==> src/rtl/psum_writeback_ctrl.sv <==
// Partial-sum writeback controller: issues psum BRAM reads in step with PE launches,
// writes PE results back in order, and sequences input-channel passes over one output map.
// Latency: rd_en/wr_en one cycle after issue_valid/pix_valid; psum_zero one cycle after rd_en.
// Backpressure: none. Every accepted event is serviced at once; out-of-protocol events set err.
module psum_writeback_ctrl #(
    parameter int ADDR_W = 10,
    parameter int MAP_W  = 26,
    parameter int MAP_H  = 26,
    parameter int PE_LAT = 2
) (
    input  logic              clk,
    input  logic              rst,
    input  logic              start,
    input  logic [7:0]        num_passes,
    input  logic              relu_en,
    input  logic              issue_valid,
    input  logic              pix_valid,
    input  logic [15:0]       pixel,
    output logic              rd_en,
    output logic [ADDR_W-1:0] rd_addr,
    output logic              psum_zero,
    output logic              wr_en,
    output logic [ADDR_W-1:0] wr_addr,
    output logic [15:0]       wr_data,
    output logic              busy,
    output logic              pass_done,
    output logic              done,
    output logic              err
);

    // Pixels per output map; one BRAM word per pixel.
    localparam int N = MAP_W * MAP_H;
    localparam logic [ADDR_W-1:0] LAST_ADDR = ADDR_W'(N - 1);

    // The map must fit the BRAM, and must be long enough that a read of pass p+1
    // can never overtake the write of the same address from pass p.
    generate
        if ((N > (1 << ADDR_W)) || (N < PE_LAT + 2)) begin : g_bad_cfg
            $error("psum_writeback_ctrl: map size out of range for ADDR_W / PE_LAT");
        end
    endgenerate

    typedef enum logic [1:0] {
        S_IDLE   = 2'd0,
        S_RUN    = 2'd1,
        S_FINISH = 2'd2
    } state_t;

    state_t              state_q, state_d;

    // Job configuration captured on start.
    logic [7:0]          passes_q, passes_d;
    logic                relu_q, relu_d;

    // Issue-side position: address within the map and pass index.
    logic [ADDR_W-1:0]   issue_cnt_q, issue_cnt_d;
    logic [7:0]          issue_pass_q, issue_pass_d;

    // Write-side position.
    logic [ADDR_W-1:0]   wr_cnt_q, wr_cnt_d;
    logic [7:0]          wr_pass_q, wr_pass_d;

    // Registered outputs.
    logic                rd_en_q, rd_en_d;
    logic [ADDR_W-1:0]   rd_addr_q, rd_addr_d;
    logic                rd_pass0_q, rd_pass0_d;
    logic                psum_zero_q, psum_zero_d;
    logic                wr_en_q, wr_en_d;
    logic [ADDR_W-1:0]   wr_addr_q, wr_addr_d;
    logic [15:0]         wr_data_q, wr_data_d;
    logic                busy_q, busy_d;
    logic                pass_done_q, pass_done_d;
    logic                done_q, done_d;
    logic                err_q, err_d;

    // Decoded conditions on the current position.
    logic                issue_exhausted;
    logic                writes_caught_up;
    logic                wr_final_pass;
    logic                wr_last_addr;

    assign issue_exhausted  = (issue_pass_q == passes_q);
    assign writes_caught_up = (wr_pass_q == issue_pass_q) && (wr_cnt_q == issue_cnt_q);
    assign wr_final_pass    = (wr_pass_q == (passes_q - 8'd1));
    assign wr_last_addr     = (wr_cnt_q == LAST_ADDR);

    // Next-state and next-output decode for the whole controller.
    always_comb begin
        state_d      = state_q;
        passes_d     = passes_q;
        relu_d       = relu_q;
        issue_cnt_d  = issue_cnt_q;
        issue_pass_d = issue_pass_q;
        wr_cnt_d     = wr_cnt_q;
        wr_pass_d    = wr_pass_q;
        rd_en_d      = 1'b0;
        rd_addr_d    = rd_addr_q;
        rd_pass0_d   = rd_pass0_q;
        wr_en_d      = 1'b0;
        wr_addr_d    = wr_addr_q;
        wr_data_d    = wr_data_q;
        busy_d       = busy_q;
        pass_done_d  = 1'b0;
        done_d       = 1'b0;
        err_d        = err_q;

        // The BRAM returns data one cycle after rd_en; flag it as a zero operand
        // when that read belongs to the first pass.
        psum_zero_d  = rd_en_q & rd_pass0_q;

        case (state_q)
            S_IDLE: begin
                if (start) begin
                    passes_d     = (num_passes == 8'd0) ? 8'd1 : num_passes;
                    relu_d       = relu_en;
                    issue_cnt_d  = '0;
                    issue_pass_d = 8'd0;
                    wr_cnt_d     = '0;
                    wr_pass_d    = 8'd0;
                    err_d        = 1'b0;
                    busy_d       = 1'b1;
                    state_d      = S_RUN;
                end
                // No job running: any traffic is a protocol violation.
                if (issue_valid || pix_valid) begin
                    err_d = 1'b1;
                end
            end

            S_RUN: begin
                // Issue side: one read per PE launch, in map order, pass after pass.
                if (issue_valid) begin
                    if (issue_exhausted) begin
                        err_d = 1'b1;
                    end else begin
                        rd_en_d    = 1'b1;
                        rd_addr_d  = issue_cnt_q;
                        rd_pass0_d = (issue_pass_q == 8'd0);
                        if (issue_cnt_q == LAST_ADDR) begin
                            issue_cnt_d  = '0;
                            issue_pass_d = issue_pass_q + 8'd1;
                        end else begin
                            issue_cnt_d  = issue_cnt_q + ADDR_W'(1);
                        end
                    end
                end

                // Write side: results come back in issue order, so the write
                // address is simply the running write position.
                if (pix_valid) begin
                    // A result with no outstanding launch is flagged but still written.
                    if (writes_caught_up) begin
                        err_d = 1'b1;
                    end
                    wr_en_d   = 1'b1;
                    wr_addr_d = wr_cnt_q;
                    // Sign bit set means negative (including -0); clamp on the last pass.
                    if (wr_final_pass && relu_q && pixel[15]) begin
                        wr_data_d = 16'h0000;
                    end else begin
                        wr_data_d = pixel;
                    end

                    if (wr_last_addr) begin
                        wr_cnt_d  = '0;
                        wr_pass_d = wr_pass_q + 8'd1;
                        if (wr_final_pass) begin
                            // Final pass_done is held back to coincide with done.
                            state_d = S_FINISH;
                        end else begin
                            pass_done_d = 1'b1;
                        end
                    end else begin
                        wr_cnt_d = wr_cnt_q + ADDR_W'(1);
                    end
                end
            end

            S_FINISH: begin
                done_d      = 1'b1;
                pass_done_d = 1'b1;
                busy_d      = 1'b0;
                state_d     = S_IDLE;
                if (issue_valid || pix_valid) begin
                    err_d = 1'b1;
                end
            end

            default: begin
                state_d = S_IDLE;
                busy_d  = 1'b0;
            end
        endcase
    end

    // State, counters and registered outputs; reset aborts any job in flight.
    always_ff @(posedge clk or posedge rst) begin
        if (rst) begin
            state_q      <= S_IDLE;
            passes_q     <= 8'd0;
            relu_q       <= 1'b0;
            issue_cnt_q  <= '0;
            issue_pass_q <= 8'd0;
            wr_cnt_q     <= '0;
            wr_pass_q    <= 8'd0;
            rd_en_q      <= 1'b0;
            rd_addr_q    <= '0;
            rd_pass0_q   <= 1'b0;
            psum_zero_q  <= 1'b0;
            wr_en_q      <= 1'b0;
            wr_addr_q    <= '0;
            wr_data_q    <= 16'h0000;
            busy_q       <= 1'b0;
            pass_done_q  <= 1'b0;
            done_q       <= 1'b0;
            err_q        <= 1'b0;
        end else begin
            state_q      <= state_d;
            passes_q     <= passes_d;
            relu_q       <= relu_d;
            issue_cnt_q  <= issue_cnt_d;
            issue_pass_q <= issue_pass_d;
            wr_cnt_q     <= wr_cnt_d;
            wr_pass_q    <= wr_pass_d;
            rd_en_q      <= rd_en_d;
            rd_addr_q    <= rd_addr_d;
            rd_pass0_q   <= rd_pass0_d;
            psum_zero_q  <= psum_zero_d;
            wr_en_q      <= wr_en_d;
            wr_addr_q    <= wr_addr_d;
            wr_data_q    <= wr_data_d;
            busy_q       <= busy_d;
            pass_done_q  <= pass_done_d;
            done_q       <= done_d;
            err_q        <= err_d;
        end
    end

    assign rd_en     = rd_en_q;
    assign rd_addr   = rd_addr_q;
    assign psum_zero = psum_zero_q;
    assign wr_en     = wr_en_q;
    assign wr_addr   = wr_addr_q;
    assign wr_data   = wr_data_q;
    assign busy      = busy_q;
    assign pass_done = pass_done_q;
    assign done      = done_q;
    assign err       = err_q;

endmodule

==> config.mk <==
export PLATFORM = sky130hd
export DESIGN_NAME = psum_writeback_ctrl
export DESIGN_NICKNAME = d
export VERILOG_FILES = /design/src/rtl/psum_writeback_ctrl.sv
export SDC_FILE = /design/constraint.sdc
export NUM_CORES = 1
export LEC_CHECK = 0
export CAP_MARGIN = 15
export CORE_ASPECT_RATIO = 1.5
export CORE_MARGIN = 2
export CORE_UTILIZATION = 49
export DETAILED_ROUTE_END_ITERATION = 10
export GPL_TIMING_DRIVEN = 1
export PLACE_DENSITY_LB_ADDON = 0.3
export SLEW_MARGIN = 30
export SYNTH_ARGS = -nofsm -noshare
export SYNTH_HDL_FRONTEND = slang
export SYNTH_SLANG_ARGS = --single-unit
export TNS_END_PERCENT = 1
==> constraint.sdc <==
create_clock -name clk -period 2.8 [get_ports clk]
set_input_delay 0.56 -clock clk [delete_from_list [all_inputs] [get_ports clk]]
set_output_delay 0.56 -clock clk [all_outputs]
set_load 0.005 [all_outputs]
## After elaboration in Yosys (flattened, before gate mapping)

Index checks and enable logic that the tools add are counted.

| storage, ports and cells | value |
|---|---|
| output and inout port bits | 43 |
| register bits | 91 |
| word-level logic and storage cells | 105 |
| input bits | 30 |

| operators by class | value |
|---|---|
| multiplexer cells | 43 |
| bitwise operators | 3 |
| $add $sub $neg | 5 |
| eq/ne operators | 17 |
| reduce and logical (&&, ||, !) cells | 19 |

Operator list:

| cell | number |
|---|---|
| two-way mux 10 bit | 6 |
| two-way mux 8 bit | 7 |
| case mux 10 bit (2 select lines) | 2 |
| case mux 8 bit (2 select lines) | 2 |
| == test 8 bit | 3 |
| adder 10 x 1 -> 10 bit (second input constant) | 2 |
| == test 10 bit (second input constant) | 2 |
| two-way mux 1 bit | 17 |
| adder 8 x 1 -> 8 bit (second input constant) | 2 |
| zero test 8 bit | 2 |
| two-way mux 16 bit | 1 |
| != test 2 bit (second input constant) | 8 |
| AND reduction 4 bit | 3 |
| == test 10 bit | 1 |
| AND reduction 3 bit | 3 |
| two-way mux 2 bit | 4 |
| subtractor 8 x 1 -> 8 bit (second input constant) | 1 |
| AND reduction 2 bit | 3 |
| AND reduction 5 bit | 1 |
| case mux 1 bit (2 select lines) | 2 |
| case mux 2 bit (2 select lines) | 1 |
| logical AND 1 bit | 3 |
| != test 3 bit (second input constant) | 1 |
| case mux 1 bit (3 select lines) | 1 |
| 8 further kinds | 9 |

## Depth between registers and ports, before layout

| depth | value |
|---|---|
| depth in word-level cells | 6 |
| mapped depth | 9 |
| gate-level depth less buffers | 7 |

## Worst setup path before layout

OpenSTA, ideal clock, no wires.

| timing path | value |
|---|---|
| path kind | reg-to-reg |
| start point | register state_q[0] |
| end point | register wr_cnt_q[8] |
| setup time | 0.078 ns |
| period minus slack after synthesis | 2.103 ns |
| required time | 2.722 ns |
| data arrival time | 2.025 ns |
| setup slack | 0.697 ns |
| buffers on the path | 2 |
| stages on the path, launching flop included | 10 |
| cells stage by stage | dfrtp_1 -> inv_1 -> ha_1 -> buf_2 -> mux2_2 -> and2_1 -> clkbuf_1 -> nand4_1 -> or3_1 -> a21oi_1 |

| between the ends | value |
|---|---|
| word-level cells in the longest chain between the ends | 3 |
| elaborated cells on any way between the ends | 7 |
| those cells by class | 3 x eq/ne; 1 x mux; 3 x reduce/logical |

Ends and longest elaborated chain:

| element | RTL line | RTL |
|---|---|---|
| from (decl) | 49 | `state_t state_q, state_d;` |
| from (signal assigned) | 218 | `state_q <= state_d;` |
| == test 2 x 1 -> 1 bit or zero test 2 bit (tied branches) | 111 | `case (state_q)` |
| != test 2 bit (no line) or nonzero test 2 bit (tied branches) | - |  |
| AND reduction 3 bit (no line) | - |  |
| to (signal assigned) | 223 | `wr_cnt_q <= wr_cnt_d;` |
| to (decl) | 60 | `logic [ADDR_W-1:0] wr_cnt_q, wr_cnt_d;` |

Parallel ways exist; a longest one is shown, timed or not.
A chain may end at the register's enable or synchronous reset.

## Worst setup path in the final report

Ends and elaborated chain as after synthesis.

==> results.tsv <==
stage	metric	value	unit
cells_and_area	fillcell total	827	
critical_path	CP required	3.07	ns
yosys	Yosys cell types	56	
detailed_routing	vias	3929	
critical_path	Critical Path Source Type	flop	
power	Worst VDD drop	0.383	mV
power	leakage power	2.62	nW
yosys	count leader, synth	dfrtp_1	
floorplanning	die area	11000	µm²
place	Placer Congestion	0.912	
detailed_routing	drt wl/cell	17.0	µm
critical_path	Crit-path slowest cell	dfrtp_1	
power	Pwr per Cell Area	700	nW/µm²
yosys	Area contributors post-synth	dfrtp_1 (46%), xnor2_1 (7.0%), mux2_2 (7.0%)	
cells_and_area	# nets final	594	
critical_path	Critical Path End Type	flop	
detailed_routing	vias per cell	5.81	
critical_path	critical-path cell list	inv_1 > ha_1 > mux2_2 > and2_1 > nand4_1 > or3_1 > a21oi_1	
floorplanning	I/O pin cnt	73	
yosys	Cells after Synth	487	
run_status	status	complete, no violations	
timing	Slew @ Worst Pin	0.708	ns
timing	Fin Hold WS	0.481	ns
yosys	Syn Area/Cell	10.2	µm²
floorplanning	Row Count	45	
yosys	Post-synth EDFFs	0	
critical_path	CP bufs+invs	1	
global_route	number of global-route vias before repair	4009	
yosys	register area share after synthesis	45.6	%
timing	Hold Fails Final Rpt	0	
cells_and_area	share of layout cells above drive strength 1	14.1	%
cts	Hold-fix buffers, CTS	0	
timing	Slew Viols, Final	0	
cts	maximum clock insertion buffer count	2	
global_route	grt ovf	0	
critical_path	CP peak stage delay	0.43	ns
place	Post-DP HPWL	8630	µm
cells_and_area	Ant. Diodes	0	
yosys	synth cell count leaders	dfrtp_1 (91), xnor2_1 (40), nand2_1 (39), a21oi_1 (33)	
timing	Final setup viols	0	
timing	fmax	430	MHz
detailed_routing	post-route antenna net violation count	0	
run	max cap viols	0	
timing	TNS Setup	0	ns
detailed_routing	DRC	0	
timing	setup ws final	0.475	ns
yosys	cell taking the most area after synthesis	dfrtp_1	
yosys	top_reg_cell synth	dfrtp_1	
timing	RSZ-0062 raised after global routing	no	
global_route	All-Layer GR Usage	22.6	%
yosys	ys async rst share	100	%
timing	Final Skew	0.00819	ns
detailed_routing	DR pass1 iterations	5	
global_route	initial antenna violation count	0	
place	port buffer count	72	
timing	slew margin rel.	52.7	%
detailed_routing	1st-iter DRT viols	172	
detailed_routing	drt total wl	11500	µm
critical_path	critical path fanouts, max	7	
global_route	first-pass GRT wire length	19600	µm
cts	Setup Fix Bufs, Post-CTS	0	
yosys	mapped cell area	4990	µm²
yosys	Synth Warn #	0	
critical_path	family with the most delay on the worst path	simple AND/OR/NAND/NOR gates	
cells_and_area	area growth from synthesis to layout	24.0	%
power	Total Power	0.00433	W
floorplanning	Initial Util	49.8	%
yosys	Synth top area share	45.6	%
min_path	Worst Hold Class	flop to flop	
floorplanning	Die X	86.4	µm
floorplanning	Core Area	10000	µm²
global_route	largest net degree at the start of global routing	41	
cts	Post-CTS Resized	0	
yosys	synthesis-stage register bit count	91	
yosys	Post-Syn Nets	527	
timing	fin crit share	83.0	%
cts	cts bufs inserted	9	
cts	CTS root buf	clkbuf_16	
floorplanning	Die Y	128	µm
cts	Clock Sinks	91	
critical_path	crit path DAT	2.60	ns
place	post-place setup slack	0.370	ns
cts	CTS tree	built	
cts	H-Tree Level Count	3	
cts	Clk Latency, worst-skew pair	0.35	ns
timing	min Tclk post-route	2.33	ns
cts	CTS clk-pin slew, worst paths	0.06	ns
critical_path	WS Path Type	flop to flop	
through the flow:
stage,instance area [µm²],instances,utilization (%)
finish,6190,676,61.8
global route,6190,676,61.8
CTS,6180,675,61.7
detailed placement,5860,659,58.5
global placement,5860,659,58.5
floorplan,4990,487,-
flip-flops by register name (all words and copies together), names as in the netlist, 2 cells and up:
register,cells
state_q,2
wr_cnt_q,10
wr_data,16
rd_addr,10
passes_q,8
issue_pass_q,8
issue_cnt_q,10
wr_addr,10
wr_pass_q,8
cells by family after synthesis:
kind of cell	share of synthesized area, %
AND/OR/NAND/NOR	16.0
flip-flops	45.6
AO/OA/AOI/OAI	9.88
multiplexers	13.2
buffers and inverters	4.49
XOR/XNOR	8.25
adder cells (fa/ha/maj)	2.51
tightest hold or removal path: stages, from the launching register on:
cell,delay (ns)
dfrtp_1,0.34
nand2_1,0.04
o21ai_0,0.06
final timing paths:
check	slack, ns	to	depth (start not counted)	from
max in group asynchronous	1.51	wr_cnt_q[8]	3	rst
worst max register to register	0.47	wr_cnt_q[8]	7	state_q[0]
worst max-delay path	0.47	wr_cnt_q[8]	7	state_q[0]
min in group asynchronous	0.67	issue_pass_q[3]	2	rst
worst min register to register	0.48	wr_addr[3]	2	wr_addr[3]
worst min-delay path	0.48	wr_addr[3]	2	wr_addr[3]
metal layers:
layer / wire length [µm] / global-route usage, % / share of wire [%]
met5: 0 / 0 / 0
met4: 350 / 11.0 / 3.0
met3: 531 / 4.84 / 4.6
met2: 6250 / 38.9 / 54
met1: 4380 / 26.4 / 38
cell type report:
class                      count  area [µm²]  area share [%]
inverter                      16        63.8            1.03
timing repair buffer          92         896            14.5
tap                          117         146            2.37
multi-input combinational    344        2490            40.2
clock buffer                   9         225            3.64
sequential                    91        2280            36.8
clock inverter                 7        92.6            1.50
cells in the final DEF (no fill, tap or decap), drive strengths merged, types with 13 or more instances in the layout:
cell,n
mux2,31
mux2i,31
xnor2,40
clkdlybuf4s50,72
nor2,19
nand2,39
dfrtp,91
nand3,23
inv,13
a21oi,33
nand4,14
buf,19
where the power goes:
part	switching [W]	total [W]	internal (W)
registers	0.000333	0.00190	0.00157
logic	0.000455	0.00113	0.000679
clock network	0.000513	0.00129	0.000780
total	0.00130	0.00433	0.00303
(Power assumes the default switching activity.)
